<file path="config.mk">
export PLATFORM = sky130hd
export DESIGN_NAME = set_task_driver
export DESIGN_NICKNAME = d
export VERILOG_FILES = /design/src/rtl/set_task_driver.sv
export SDC_FILE = /design/constraint.sdc
export NUM_CORES = 1
export LEC_CHECK = 0
export CORE_MARGIN = 8
export CORE_UTILIZATION = 30
export DETAILED_ROUTE_END_ITERATION = 8
export PLACE_DENSITY = 0.51
export SETUP_SLACK_MARGIN = 0.05
export SKIP_CTS_REPAIR_TIMING = 1
export SLEW_MARGIN = 20
export SYNTH_ARGS = -nofsm -noshare
export SYNTH_HDL_FRONTEND = slang
export SYNTH_SLANG_ARGS = --single-unit
</file>
<file path="constraint.sdc">
create_clock -name clk -period 9.85 [get_ports clk]
set_input_delay 2.4625 -clock clk [delete_from_list [all_inputs] [get_ports clk]]
set_output_delay 2.4625 -clock clk [all_outputs]
set_load 0.01 [all_outputs]
</file>
<file path="src/rtl/set_task_driver.sv">
// Host-side task driver for the SET candidate-counting engine.
// Holds a small task table, issues tasks one at a time over en/busy/valid,
// captures each candidate, and keeps pass/fail totals plus a result buffer.
module set_task_driver #(
    parameter  int DEPTH   = 8,
    parameter  int TIMEOUT = 1023,
    localparam int AW      = $clog2(DEPTH),
    localparam int CW      = $clog2(DEPTH + 1),
    localparam int TW      = $clog2(TIMEOUT + 1)
) (
    input  logic          clk,
    input  logic          rst,
    input  logic          wr_en,
    input  logic [AW-1:0] wr_idx,
    input  logic [23:0]   wr_central,
    input  logic [11:0]   wr_radius,
    input  logic [1:0]    wr_mode,
    input  logic [7:0]    wr_expect,
    input  logic          start,
    input  logic [CW-1:0] num_tasks,
    output logic          set_en,
    output logic [23:0]   set_central,
    output logic [11:0]   set_radius,
    output logic [1:0]    set_mode,
    input  logic          set_busy,
    input  logic          set_valid,
    input  logic [7:0]    set_candidate,
    output logic          run,
    output logic          done,
    output logic [CW-1:0] pass_cnt,
    output logic [CW-1:0] fail_cnt,
    output logic          timeout_err,
    input  logic [AW-1:0] rd_idx,
    output logic [7:0]    rd_candidate,
    output logic          rd_match
);

    typedef enum logic [1:0] {IDLE, ISSUE, WAIT, FINISH} state_t;

    state_t                     state_q, state_d;
    logic [AW-1:0]              idx_q, idx_d;
    logic [CW-1:0]              n_q, n_d;
    logic [TW-1:0]              tcnt_q, tcnt_d;
    logic                       set_en_q, set_en_d;
    logic [23:0]                central_q, central_d;
    logic [11:0]                radius_q, radius_d;
    logic [1:0]                 mode_q, mode_d;
    logic                       run_q, run_d;
    logic                       done_q, done_d;
    logic [CW-1:0]              pass_q, pass_d;
    logic [CW-1:0]              fail_q, fail_d;
    logic                       terr_q, terr_d;
    logic [DEPTH-1:0][7:0]      res_q, res_d;
    logic [DEPTH-1:0]           match_q, match_d;

    // Task table: plain storage, no reset needed
    logic [23:0] tbl_central [DEPTH];
    logic [11:0] tbl_radius  [DEPTH];
    logic [1:0]  tbl_mode    [DEPTH];
    logic [7:0]  tbl_expect  [DEPTH];

    logic hit;
    assign hit = (set_candidate == tbl_expect[idx_q]);

    // Table writes are locked out for the whole run so issued data stays coherent
    always_ff @(posedge clk) begin
        if (wr_en && !run_q) begin
            tbl_central[wr_idx] <= wr_central;
            tbl_radius[wr_idx]  <= wr_radius;
            tbl_mode[wr_idx]    <= wr_mode;
            tbl_expect[wr_idx]  <= wr_expect;
        end
    end

    // Next-state and datapath updates for the issue/wait/capture sequence
    always_comb begin
        state_d   = state_q;
        idx_d     = idx_q;
        n_d       = n_q;
        tcnt_d    = tcnt_q;
        set_en_d  = 1'b0;
        central_d = central_q;
        radius_d  = radius_q;
        mode_d    = mode_q;
        run_d     = run_q;
        done_d    = 1'b0;
        pass_d    = pass_q;
        fail_d    = fail_q;
        terr_d    = terr_q;
        res_d     = res_q;
        match_d   = match_q;
        case (state_q)
            IDLE: begin
                if (start) begin
                    idx_d   = '0;
                    pass_d  = '0;
                    fail_d  = '0;
                    terr_d  = 1'b0;
                    res_d   = '0;
                    match_d = '0;
                    run_d   = 1'b1;
                    n_d     = (num_tasks > CW'(DEPTH)) ? CW'(DEPTH) : num_tasks;
                    state_d = (num_tasks == '0) ? FINISH : ISSUE;
                end
            end
            ISSUE: begin
                central_d = tbl_central[idx_q];
                radius_d  = tbl_radius[idx_q];
                mode_d    = tbl_mode[idx_q];
                if (!set_busy) begin
                    set_en_d = 1'b1;
                    tcnt_d   = '0;
                    state_d  = WAIT;
                end
            end
            WAIT: begin
                // busy is ignored here: the engine raises it a cycle or two after en
                tcnt_d = tcnt_q + TW'(1);
                if (set_valid) begin
                    res_d[idx_q]   = set_candidate;
                    match_d[idx_q] = hit;
                    if (hit) begin
                        if (pass_q != CW'(DEPTH)) pass_d = pass_q + CW'(1);
                    end else begin
                        if (fail_q != CW'(DEPTH)) fail_d = fail_q + CW'(1);
                    end
                    if (CW'(idx_q) == n_q - CW'(1)) begin
                        state_d = FINISH;
                    end else begin
                        idx_d   = idx_q + AW'(1);
                        state_d = ISSUE;
                    end
                end else if (tcnt_d == TW'(TIMEOUT)) begin
                    // abandon the rest of the run
                    if (fail_q != CW'(DEPTH)) fail_d = fail_q + CW'(1);
                    terr_d  = 1'b1;
                    state_d = FINISH;
                end
            end
            FINISH: begin
                done_d  = 1'b1;
                run_d   = 1'b0;
                state_d = IDLE;
            end
            default: state_d = IDLE;
        endcase
    end

    // State register; reset aborts any run immediately
    always_ff @(posedge clk) begin
        if (rst) begin
            state_q   <= IDLE;
            idx_q     <= '0;
            n_q       <= '0;
            tcnt_q    <= '0;
            set_en_q  <= 1'b0;
            central_q <= '0;
            radius_q  <= '0;
            mode_q    <= '0;
            run_q     <= 1'b0;
            done_q    <= 1'b0;
            pass_q    <= '0;
            fail_q    <= '0;
            terr_q    <= 1'b0;
            res_q     <= '0;
            match_q   <= '0;
        end else begin
            state_q   <= state_d;
            idx_q     <= idx_d;
            n_q       <= n_d;
            tcnt_q    <= tcnt_d;
            set_en_q  <= set_en_d;
            central_q <= central_d;
            radius_q  <= radius_d;
            mode_q    <= mode_d;
            run_q     <= run_d;
            done_q    <= done_d;
            pass_q    <= pass_d;
            fail_q    <= fail_d;
            terr_q    <= terr_d;
            res_q     <= res_d;
            match_q   <= match_d;
        end
    end

    assign set_en       = set_en_q;
    assign set_central  = central_q;
    assign set_radius   = radius_q;
    assign set_mode     = mode_q;
    assign run          = run_q;
    assign done         = done_q;
    assign pass_cnt     = pass_q;
    assign fail_cnt     = fail_q;
    assign timeout_err  = terr_q;
    assign rd_candidate = res_q[rd_idx];
    assign rd_match     = match_q[rd_idx];

endmodule

</file>
==> summary.txt <==
Power
  – Total power: 4.919 mW
  – Leak: 7.743 nW
  – Power density over the cells: 201.5 nW/um^2
  – Worst vdd ir: 126.3 uV

Synth
  – Ys Warns: 0
  – Post-synth EDFFs: 368
  – Syn Nets: 1462
  – Synth Flop Type: edfxtp_1
  – Seq cells post-synth: 512
  – Syn_area_per_cell: 14.58 sq um
  – Mapped Area: 20180 sq um
  – Seq/Total Area, Yosys: 69.03%
  – Largest area contributor in the netlist: edfxtp_1
  – Main area contributors after synthesis: edfxtp_1, dfxtp_1, mux4_2
  – Mapped Cells: 1384
  – Ys async rst share: 0%
  – Area fraction of the dominant cell type after synthesis: 54.75%
  – Cell variety after synth: 65

Clocking
  – CTS tree: yes
  – Clk sink count: 512
  – CTS clk-pin slew, worst paths: 60 ps
  – Worst skew pair latency: 610 ps
  – Total CTS buffers: 56
  – Root Buffer: clkbuf_16
  – H-tree depth: 2
  – Maximum clock path buffer count: 3

GRT
  – Total grt overflow: 0
  – GR Util All Layers: 13.77%
  – Vias in the first global route: 12420
  – Largest net degree at the start of global routing: 75
  – Initial antenna violation count: 6
  – Global-route wire length before repair: 79500 um

Timing
  – Slew @ Worst Pin: 1023 ps
  – Final setup violation count: 0
  – Sum Neg Setup Slack: 0 ps
  – Fmax achieved: 0.1389 GHz
  – Count of pins over their slew limit: 0
  – Final min period: 7199 ps
  – Skew final: 40.70 ps
  – RSZ-0062 raised after global routing: false
  – Slew headroom: 31.31%
  – Final period util: 73.08%
  – Final hold violations: 0

Floorplan
  – Die Area: 75830 sq um
  – Starting density of the core: 30.16%
  – Ports: 129
  – Die X: 275.4 um
  – Row Count: 95
  – Core area: 66920 sq um
  – Die H: 275.4 um

Routing
  – DRC Markers: 0
  – Drt total wl: 52690 um
  – DRT antenna net count: 0
  – 1st-iter DRT viols: 885
  – WL per Instance: 21.70 um
  – Vias: 12210
  – Drt pass-1 iters: 5
  – Via density: 5.029

Worst setup path
  – Cell Chain, Critical Path: clkdlybuf4s50_1, mux4_2, mux2_2, clkdlybuf4s50_1
  – Worst-path maximum fanout: 18
  – Critical Path Slowest Stage Cell: clkdlybuf4s50_1
  – Critical Path RT: 7390 ps
  – Internal reg-to-reg setup slack: 6390 ps
  – CP arrival: 4740 ps
  – Critical Path Source Type: primary input
  – Crit Path Class: in -> out
  – Crit end category: output pin
  – Crit path largest cell delay: 1070 ps
  – Worst path most repeated cell: clkdlybuf4s50_1

Place
  – DP HPWL: 30330 um
  – RD Place Congestion: 0.7805
  – Port buffer count: 128
  – Post-DP Area: 22410 sq um

Finish
  – Commonest non-fill, non-tap cell in the layout: edfxtp_1
  – Layout cells sized above 1: 14.42%
  – Layout area overhead: 20.96%
  – Final Instance Area: 24410 sq um
  – Core Util, Final: 36.48%
  – Most frequent cells in the layout: edfxtp_1, nor2_1, dfxtp_1
  – Nets: 1584

Hold path
  – Hold crit path type: reg -> reg

Run
  – Max-cap check violation count: 0

Run status
  – Status: finished clean
==> cells by family (layout without fill, tap and decap cells) <==
family,Yosys count,in the layout,synth area share [%]
xor+xnor,16,16,0.6943
flops,512,512,69.03
buf+inv,99,268,2.108
fa+ha+maj,8,8,0.4960
compound gates,255,255,9.107
simple gates,348,348,7.396
mux,146,146,11.16
other cells,0,2,0
==> Yosys cell counts (16+ instances only) <==
master	count
clkbuf_1	56
nor3_1	32
nor2_1	179
nand2_1	83
a22oi_1	84
a311oi_1	19
a221oi_1	23
nand3_1	16
buf_1	16
mux2i_1	50
dfxtp_1	144
mux2_2	38
edfxtp_1	368
o21ai_0	25
mux4_2	53
a21oi_1	45
==> state kept, by name, summed over array words and instances (netlist names), named ones only <==
signal and cells:
match_q 8, set_mode 2, fail_cnt 4, timeout_err 1, tbl_central 192, res_q 64, tbl_expect 64, set_central 24
set_en 1, pass_cnt 4, tcnt_q 10, done 1, run 1, tbl_radius 96, n_q 4, tbl_mode 16
state_q 2, set_radius 12, idx_q 3
==> per-stage QoR <==
step / instances / worst slack [ps] / hold WS [ps]
final: 2428 / 2651 / 488.8
after global routing: 2426 / 2571 / 511.9
after CTS: 2426 / 2629 / 483.9
after detailed placement: 2321 / 2630 / 468.4
after global placement: 2321 / 2689 / 470.0
after floorplan: 1384 / 2264 / 441.0
==> worst max-delay path: cells and delay by family <==
kind	cells	cell delay (ps)
buffers and inverters	2	1570
muxes	2	690
==> path summary, 6_finish.rpt <==
| check | end | from | depth (start not counted) |
|---|---|---|---|
| setup / recovery | rd_candidate[2] | rd_idx[1] | 4 |
| hold / removal | n_q[2]$_SDFFE_PP0P_ | n_q[2]$_SDFFE_PP0P_ | 2 |
| setup reg to reg | match_q[7]$_SDFFE_PP0P_ | state_q[1]$_SDFFE_PP0P_ | 7 |
| hold reg to reg | n_q[2]$_SDFFE_PP0P_ | n_q[2]$_SDFFE_PP0P_ | 2 |
==> power breakdown <==
group	switching, mW	leakage, nW	total (mW)	internal (mW)
combinational	0.193	2.26	0.309	0.116
sequential	0.0264	4.50	2.38	2.36
clock	0.859	0.982	2.23	1.37
total	1.08	7.74	4.92	3.84
==> metal layers <==
metal	vias up	wire length (um)	track usage, %
li1	5629	-	-
met1	6167	23230	18.33
met2	316	25280	22.67
met3	90	2947	2.668
met4	8	1171	4.027
met5	-	52	0
==> area by class of cell <==
type / count / area, sq um
fill: 6328 / 42510
sequential: 512 / 13940
multi-input combinational: 773 / 5902
clock buffer: 78 / 1598
timing repair buffer: 148 / 1429
tap: 873 / 1092
clock inverter: 27 / 386.6
inverter: 15 / 56.30
antenna: 2 / 5.005
(Power assumes the default switching activity.)
